`src/rtl/next_pc_unit_pkg.sv`:
```
// Shared types and constants for the fetch-side next-PC generator.
// FSM state encodings, PC increment and parameter defaults live here.
package next_pc_unit_pkg;

  typedef enum logic [1:0] {
    RUN  = 2'd0,
    HOLD = 2'd1,
    PEND = 2'd2
  } pc_state_e;

  localparam logic [31:0] PC_INC           = 32'd4;
  localparam logic [31:0] RESET_VECTOR_DEF = 32'h0000_0000;
  localparam int          CNT_W_DEF        = 16;

  function automatic logic [31:0] word_align(input logic [31:0] addr);
    return addr & 32'hFFFF_FFFC;
  endfunction

endpackage

```
`src/rtl/next_pc_unit_pc_target_calc.sv`:
```
// Combinational branch / jump / jump-register target calculation and priority mux.
// NEXT_PC_ALIGN_CHECK_EN enables flagging of misaligned jr targets.
module pc_target_calc
  import next_pc_unit_pkg::*;
(
  input  logic [31:0] ctl_pc,
  input  logic        br_taken,
  input  logic [15:0] br_offset,
  input  logic        j_valid,
  input  logic [25:0] j_target,
  input  logic        jr_valid,
  input  logic [31:0] jr_target,
  output logic [31:0] rtgt,
  output logic        redirect,
  output logic        rtgt_misalign
);

  logic [31:0] base_s;
  logic [31:0] br_tgt_s;
  logic [31:0] j_tgt_s;
  logic        jr_misalign_s;

  assign base_s   = ctl_pc + PC_INC;
  assign br_tgt_s = base_s + {{14{br_offset[15]}}, br_offset, 2'b00};
  assign j_tgt_s  = (base_s & 32'hF000_0000) | {4'b0000, j_target, 2'b00};

`ifdef NEXT_PC_ALIGN_CHECK_EN
  assign jr_misalign_s = |jr_target[1:0];
`else
  assign jr_misalign_s = 1'b0;
`endif

  // jr beats j beats taken branch
  always_comb begin
    rtgt          = 32'h0000_0000;
    redirect      = 1'b0;
    rtgt_misalign = 1'b0;
    if (jr_valid) begin
      rtgt          = word_align(jr_target);
      redirect      = 1'b1;
      rtgt_misalign = jr_misalign_s;
    end else if (j_valid) begin
      rtgt     = j_tgt_s;
      redirect = 1'b1;
    end else if (br_taken) begin
      rtgt     = br_tgt_s;
      redirect = 1'b1;
    end else begin
      rtgt     = 32'h0000_0000;
      redirect = 1'b0;
    end
  end

endmodule

```
`src/rtl/next_pc_unit.sv`:
```
// Next-PC generator: sequential/redirect selection, stall hold, one-deep pending redirect.
// Optional jr misalignment reporting is built when NEXT_PC_ALIGN_CHECK_EN is defined.
module next_pc_unit
  import next_pc_unit_pkg::*;
#(
  parameter logic [31:0] RESET_VECTOR = RESET_VECTOR_DEF,
  parameter int          CNT_W        = CNT_W_DEF
) (
  input  logic             clock,
  input  logic             reset_n,
  input  logic [31:0]      PC,
  output logic [31:0]      nextPC,
  output logic             imem_req,
  input  logic             imem_gnt,
  input  logic             stall,
  input  logic [31:0]      ctl_pc,
  input  logic             br_taken,
  input  logic [15:0]      br_offset,
  input  logic             j_valid,
  input  logic [25:0]      j_target,
  input  logic             jr_valid,
  input  logic [31:0]      jr_target,
  output logic             flush,
  output logic             misalign,
  output logic [CNT_W-1:0] stall_cycles
);

  pc_state_e        state_q, state_d;
  logic [31:0]      pend_q, pend_d;
  logic             pend_mis_q, pend_mis_d;
  logic [CNT_W-1:0] cnt_q, cnt_d;

  logic [31:0] rtgt_s;
  logic        redirect_s;
  logic        rtgt_mis_s;
  logic        adv_s;
  logic [31:0] seq_s;

  pc_target_calc u_tgt (
    .ctl_pc        (ctl_pc),
    .br_taken      (br_taken),
    .br_offset     (br_offset),
    .j_valid       (j_valid),
    .j_target      (j_target),
    .jr_valid      (jr_valid),
    .jr_target     (jr_target),
    .rtgt          (rtgt_s),
    .redirect      (redirect_s),
    .rtgt_misalign (rtgt_mis_s)
  );

  assign adv_s    = imem_gnt & ~stall;
  assign seq_s    = PC + PC_INC;
  assign imem_req = reset_n;

  // next-state, pending redirect capture and combinational PC select
  always_comb begin
    state_d    = state_q;
    pend_d     = pend_q;
    pend_mis_d = pend_mis_q;
    nextPC     = PC;
    flush      = 1'b0;
    misalign   = 1'b0;
    if (adv_s || (&cnt_q)) begin
      cnt_d = cnt_q;
    end else begin
      cnt_d = cnt_q + {{(CNT_W-1){1'b0}}, 1'b1};
    end

    if (!reset_n) begin
      nextPC = RESET_VECTOR;
    end else begin
      case (state_q)
        RUN, HOLD: begin
          misalign = redirect_s & rtgt_mis_s;
          if (adv_s) begin
            state_d = RUN;
            if (redirect_s) begin
              nextPC = rtgt_s;
              flush  = 1'b1;
            end else begin
              nextPC = seq_s;
            end
          end else if (redirect_s) begin
            pend_d     = rtgt_s;
            pend_mis_d = rtgt_mis_s;
            state_d    = PEND;
          end else begin
            state_d = HOLD;
          end
        end
        // the older captured redirect wins over anything presented now
        PEND: begin
          if (adv_s) begin
            nextPC   = pend_q;
            flush    = 1'b1;
            misalign = pend_mis_q;
            state_d  = RUN;
          end else begin
            state_d = PEND;
          end
        end
        default: begin
          state_d = RUN;
        end
      endcase
    end
  end

  // state, pending target and stall counter registers
  always_ff @(posedge clock) begin
    if (!reset_n) begin
      state_q    <= RUN;
      pend_q     <= 32'h0000_0000;
      pend_mis_q <= 1'b0;
      cnt_q      <= '0;
    end else begin
      state_q    <= state_d;
      pend_q     <= pend_d;
      pend_mis_q <= pend_mis_d;
      cnt_q      <= cnt_d;
    end
  end

  assign stall_cycles = cnt_q;

endmodule

```
`config.mk`:
```
export PLATFORM = sky130hd
export DESIGN_NAME = next_pc_unit
export DESIGN_NICKNAME = d
export VERILOG_FILES = /design/src/rtl/next_pc_unit_pkg.sv /design/src/rtl/next_pc_unit_pc_target_calc.sv /design/src/rtl/next_pc_unit.sv
export SDC_FILE = /design/constraint.sdc
export NUM_CORES = 1
export LEC_CHECK = 0
export ABC_CLOCK_PERIOD_IN_PS = 4200
export CAP_MARGIN = 20
export CORE_ASPECT_RATIO = 0.8
export CORE_MARGIN = 1
export CORE_UTILIZATION = 40
export DETAILED_ROUTE_END_ITERATION = 10
export PLACE_DENSITY = 0.81
export SLEW_MARGIN = 20
export SYNTH_ARGS = -nofsm -noshare
export SYNTH_HDL_FRONTEND = slang
export SYNTH_SLANG_ARGS = --single-unit
export TNS_END_PERCENT = 20
```
`constraint.sdc`:
```
create_clock -name clock -period 4.2 [get_ports clock]
set_clock_uncertainty 0.05 [all_clocks]
set_input_delay 0.63 -clock clock [delete_from_list [all_inputs] [get_ports clock]]
set_output_delay 0.63 -clock clock [all_outputs]
set_load 0.03 [all_outputs]
```
==> reports/metrics.csv, run 1 <==
metric;value;unit
outcome;complete, but fails checks;
violations;setup timing;
startpoint_type;input pin;
clkTransAtPathRegs;0.08;ns
rsz0062_at_grt;yes;
hp-class;register to register;
grt_usage;33.7;%
clk_path_buf_depth;2;
cts.htree.levels;2;
path_class;input pin to output port;
placement_rows;40;
ys.flop_type;dfxtp_1;
crit_buf_inv;5;
crit_arrival;4.08;ns
cp_cell_sequence;buf_6 > nand4_1 > nor3_4 > buf_4 > and4_4 > nand3_4 > xnor2_2 > ha_1 > nand2_1 > buf_4 > or3_4 > o21ai_2 > a21oi_1 > xor2_1 > a31oi_1 > o311ai_1 > buf_4 > o21a_1 > buf_12;
drt-total-wl;28900;um
hold_ws;0.407;ns
maxSlewViolCount;0;
worst_path_max_delay_cell;or3_4;
gp_congestion;0.957;
cts-root-buf;clkbuf_16;
core;15300;um^2
drt_iter0_markers;1007;
cts_buffers;5;
gr-total-overflow;0;
grt_start_max_net_pins;95;
fmax;210;MHz
nFillCells;1153;
syn_area;6400;um^2
grt_pass1_wl;43500;um
peakVddDrop;0.171;mV
tns;-6.66;ns
fin_crit_sh;113;%
synth.avg_cell_area;7.09;um^2
ys_warn_count;0;
synth.yosys.seq_area_share;15.6;%
syn-num-nets;1085;
synth-edff-count;0;
crit_family;simple AND/OR/NAND/NOR gates;
cpMostUsedCell;buf_4;
tightest_slew;0.828;ns
hold_viol_final;0;
grt_antenna_before_repair;0;
power;2.31;mW
drtAntennaViolNets;0;
wl_per_cell;19.6;um
cts_tree;built;
area_growth;71.0;%
finalSetupViolCount;22;
min_period;4.76;ns
drc_errors;0;
place_hpwl;21300;um
firstDrtPassIters;5;
dr_total_vias;8866;
slew_headroom;44.2;%
ys_async_sr_fraction;0;%
maxCapViolCount;0;
powerDensity;212;nW/um^2
die_w;143;um
dieHeight;115;um
synth_seq_cells;50;
synth_cells;902;
crit_path_max_incr_delay;0.38;ns
port_buffers;192;
hold_buffers;0;
vias_per_cell;6.02;
clk_latency;0.30;ns
p_leak;4.55;nW
worstPathRequired;3.52;ns
io_pins;196;
yosysUniqueCellTypes;77;
final_cell_mix;buf_4, clkdlybuf4s50_1, nand2_1;
worstSetupEndpointType;output port;
dieArea;16500;um^2
initial_core_util;41.8;%
finalNetCount;1445;
clkSinkCount;50;
layout.cells.most_common;buf_4;
layout-drive-gt1-share;31.7;%
critPathMaxFanout;5;
antennaDiodeCount;0;
grt_pass1_vias;8428;
finalWorstSetupSlack;-0.562;ns
-- sequential cells by signal, summed over array words and instances, names as in the netlist --
register and cells:
pend_q 32, stall_cycles 16, state_q 2
-- cell type report --
| class | count | area, um^2 | share of cell area [%] |
|---|---|---|---|
| Clock buffer | 5 | 125 | 1.14 |
| Multi-Input combinational cell | 776 | 5730 | 52.4 |
| Sequential cell | 50 | 1000 | 9.15 |
| Clock inverter | 3 | 26.3 | 0.240 |
| Inverter | 22 | 82.6 | 0.755 |
| Timing Repair Buffer | 407 | 3710 | 33.9 |
| Tap cell | 210 | 263 | 2.40 |
-- cells by family (layout without fill, tap and decap cells) --
| logic type | Yosys count | count (layout) | synth area share (%) |
|---|---|---|---|
| and+or+nand+nor | 348 | 348 | 27.2 |
| AOI/OAI and AO/OA | 300 | 300 | 32.3 |
| xor gates and xnor gates | 85 | 85 | 11.6 |
| buffers and inverters | 76 | 437 | 4.97 |
| DFF | 50 | 50 | 15.6 |
| adders and majority gates | 38 | 38 | 7.55 |
| muxes | 4 | 4 | 0.626 |
| other | 1 | 1 | 0.0586 |
-- through the flow --
step	std cells	util, %	instance area, um^2	setup slack [ns]
5_1_grt	1473	71.4	10900	-0.679
2_1_floorplan	902	-	6420	-0.220
6_report	1473	71.4	10900	-0.562
4_1_cts	1472	69.7	10700	-0.430
3_5_place_dp	1445	65.5	10000	-1.01
3_3_place_gp	1445	65.5	10000	-0.917
-- what timing repair did --
action                     4_1_cts  5_1_grt
setup endpoints to repair       28       25
setup buffers                   21        1
pin swaps                       85       27
hold endpoints to repair         0        0
gates cloned                     0        0
resized for setup              165       43
-- power breakdown --
part | switching (mW) | internal (mW) | total, mW
logic | 0.684 | 0.671 | 1.35
clock network | 0.209 | 0.227 | 0.436
registers | 0.0200 | 0.504 | 0.524
-- worst paths after layout --
| kind | startpoint | endpoint | slack, ns | cells after the start |
|---|---|---|---|---|
| max reg2reg | stall_cycles[7] | stall_cycles[7] | 1.93 | 9 |
| min reg2reg | pend_q[20] | pend_q[20] | 0.41 | 2 |
| min | pend_q[20] | pend_q[20] | 0.41 | 2 |
| max | ctl_pc[9] | nextPC[31] | -0.56 | 19 |
-- Yosys cell counts (6+ instances only) --
cell type,count,area [um^2]
buf_2,8,40.0
inv_1,21,78.8
xnor2_1,56,490
o22ai_1,9,56.3
nor2_1,57,214
clkbuf_1,39,146
nand2b_1,18,113
a21o_1,11,82.6
or3_1,10,62.6
o21a_1,7,52.6
nand4_1,27,169
nand3_1,50,250
dfxtp_1,50,1000
a21boi_0,14,105
and2_1,21,131
nand2_1,107,402
xor2_1,29,254
a221oi_1,19,166
ha_1,37,463
a31oi_1,15,93.8
o221ai_1,6,52.6
a211oi_1,9,67.6
nor2b_1,9,56.3
o21ai_0,71,355
and3_1,15,93.8
a21oi_1,69,345
o211ai_1,8,60.1
nor3_1,12,60.1
-- metal layers --
layer / global-route usage [%] / share of wire [%] / vias to the layer above
met3: 7.12 / 10 / 126
met1: 42.7 / 39 / 4103
li1: - / - / 4040
met4: 16.9 / 5.2 / 0
met5: 0 / 0 / -
met2: 54.2 / 45 / 597
-- worst reg2reg max path, delay by kind of cell (launching register included) --
| kind | cells | cell delay [ns] |
|---|---|---|
| flip-flops | 1 | 0.40 |
| XOR/XNOR | 1 | 0.14 |
| AND/OR/NAND/NOR | 7 | 1.38 |
| AO/OA/AOI/OAI | 1 | 0.20 |
No activity file was read; power rests on OpenSTA's default activity.
==> run 2, diff against run 1 <==
--- a/config.mk
+++ b/config.mk
@@ -8,8 +8,9 @@
 export ABC_CLOCK_PERIOD_IN_PS = 4200
 export CAP_MARGIN = 20
 export CORE_ASPECT_RATIO = 0.8
-export CORE_MARGIN = 1
+export CORE_MARGIN = 5
 export CORE_UTILIZATION = 40
+export CTS_CLUSTER_SIZE = 40
 export DETAILED_ROUTE_END_ITERATION = 10
 export PLACE_DENSITY = 0.81
 export SLEW_MARGIN = 20
==> run 2 against run 1 <==
  * The flow still finishes with violations (setup timing)
  * Worst hold slack got worse by 0.011 ns
  * Clock power fell by 2%
  * Via count fell by 2.1%
  * Sequential share of layout area rose by 0.080 points
  * Critical path depth fell by 1
  * Count of clock-buffer cells in the layout rose by 2
  * Non-clock buffer count fell by 9
  * Final area fell by 0.87%
  * Wire length fell by 1.1%
  * Setup slack improved by 0.14 ns
  * Critical endpoint is now nextPC[28]
==> reports/metrics.csv, run 2 (same netlist as run 1, synthesis figures left out) <==
metric;value;unit;change
fin_crit_sh;110;%;-3.4 points
dieArea;18600;um^2;+13%
core;15700;um^2;+2.8%
grt_usage;28.3;%;-5.4 points
grt_antenna_before_repair;0;;unchanged
firstDrtPassIters;6;;+1
final_cell_mix;buf_4, clkdlybuf4s50_1, nand2_1;;
worst_path_max_delay_cell;o41ai_2;;
place_hpwl;21300;um;+0.25%
dp_cells;1439;;-0.42%
min_period;4.62;ns;-0.144 ns
maxSlewViolCount;0;;unchanged
maxCapViolCount;0;;unchanged
violations;setup timing;;
gp_congestion;0.976;;+2.0%
hold_buffers;0;;unchanged
gr-total-overflow;0;;unchanged
cts.htree.levels;2;;unchanged
critPathMaxFanout;4;;-1
grt_pass1_vias;8339;;-1.1%
p_leak;4.47;nW;-1.6%
design_area;10800;um^2;-0.87%
finalSetupViolCount;20;;-9.1%
crit_family;compound AO/OA/AOI/OAI gates;;
cts-root-buf;clkbuf_16;;
clkSinkCount;50;;unchanged
hold_viol_final;0;;unchanged
layout.cells.most_common;buf_4;;
clk_latency;0.30;ns;about the same
area_growth;69.5;%;
drc_errors;0;;unchanged
dr_total_vias;8676;;-2.1%
outcome;complete, but fails checks;;
clkTransAtPathRegs;0.07;ns;about the same
p_comb_share;58.1;%;-0.4 points
cts_tree;built;;
power_frac_seq;23.0;%;+0.4 points
wl_per_cell;19.4;um;-0.83%
vias_per_cell;5.91;;-1.9%
place_area;9910;um^2;-1.2%
worstSetupEndpointType;output port;;
fmax;217;MHz;+3.1%
crit_path_max_incr_delay;0.36;ns;-0.02 ns
finalWorstSetupSlack;-0.417;ns;+0.144 ns
place_ws;-0.979;ns;+0.0362 ns
clkPwrFrac;18.9;%;about the same
top_register;pend_q;;
slew_headroom;52.1;%;+7.9 points
cpMostUsedCell;buf_6;;
rsz0062_at_grt;yes;;
layout-drive-gt1-share;31.6;%;-0.17 points
dieHeight;123;um;+6.9%
largest_reg_flops;32;;unchanged
hold_ws;0.396;ns;-0.0106 ns
grt_pass1_wl;42300;um;-2.9%
path_class;input pin to output port;;
tightest_slew;0.716;ns;-0.112 ns
clk_path_buf_depth;2;;unchanged
drt_iter0_markers;992;;-1.5%
finalNetCount;1436;;-0.62%
powerDensity;209;nW/um^2;-1.2%
fin_cells;1469;;-0.27%
worstPathRequired;3.52;ns;about the same
cp_cell_sequence;buf_6 > nand4_1 > buf_4 > nor3_4 > buf_6 > nand3_4 > xnor2_4 > ha_4 > buf_6 > a21oi_4 > and2b_2 > o21ai_2 > a41o_1 > o41ai_2 > xor2_1 > a221oi_2 > a221oi_4 > buf_6;;
intPower;1.40;mW;-0.31%
placement_rows;41;;+2.5%
die_w;151;um;+5.6%
crit_arrival;3.94;ns;-0.14 ns
peakVddDrop;0.156;mV;-8.7%
port_buffers;192;;unchanged
switching_share;38.4;%;-1.1 points
p_switching;0.870;mW;-4.7%
crit_buf_inv;5;;unchanged
io_pins;196;;unchanged
startpoint_type;input pin;;
initial_core_util;40.6;%;-1.2 points
drt-total-wl;28600;um;-1.1%
grt_start_max_net_pins;71;;-25%
hp-class;register to register;;
cts_buffers;5;;unchanged
drtAntennaViolNets;0;;unchanged
antennaDiodeCount;0;;unchanged
run 2: changes by cell type in the layout (fill, tap and decap cells not counted), sizes merged:
cell           previous run  this run
buf                     264       254
clkbuf                    5         8
clkdlybuf4s50           135       133
dlygate4sd2               8         4
dlymetal6s2s              0         6
inv                      23        21
run 2: tightest hold or removal path, cell delays in order (launching register included):
cell	delay, ns
dfxtp_1	0.31
nand3_1	0.06
nand2_1	0.04
run 2: final cells by class:
class,count,area (um^2)
inverters,22,82.6
well taps,215,269
fillers,1216,4900
flip-flops and latches,50,1000
clock inverters,1,5.00
clock buffers,7,143
multi-input cells,776,5680
repair buffers,398,3660
run 2: stage by stage:
stage               utilization [%]  power (mW)  setup TNS (ns)
finish                         68.9        2.27           -4.39
global route                   68.9        2.37           -7.68
CTS                            66.5        2.18           -3.38
detailed placement             62.9        1.70          -17.94
global placement               62.9        1.69          -15.73
floorplan                         -        1.10          -0.787
run 2: repair_timing:
item                                    in CTS  in global routing
gates resized for setup                    157                 62
pin swaps                                   68                 53
endpoints found under the setup margin      26                 22
buffers inserted                            12                 14
run 2: worst paths after layout:
path / from / to / slack [ns] / cells past startpoint
worst min register to register: pend_q[15] / pend_q[15] / 0.40 / 2
worst min-delay path: pend_q[15] / pend_q[15] / 0.40 / 2
worst max register to register: stall_cycles[7] / stall_cycles[7] / 1.89 / 9
worst max-delay path: ctl_pc[9] / nextPC[28] / -0.42 / 18
run 2: metal layers:
metal | global-route usage [%] | share of wire, % | vias to the layer above
li1 | - | - | 4022
met4 | 9.91 | 4.7 | 0
met3 | 5.61 | 10 | 112
met2 | 47.0 | 46 | 537
met1 | 36.6 | 39 | 4005
met5 | 0.278 | 0 | -
run 2: power by group through the flow:
stage / Clock [mW] / Sequential, mW / Combinational (mW)
finish: 0.429 / 0.522 / 1.32
global route: 0.447 / 0.524 / 1.40
CTS: 0.423 / 0.521 / 1.24
detailed placement: 0 / 0.531 / 1.17
global placement: 0 / 0.530 / 1.16
floorplan: 0 / 0.534 / 0.562
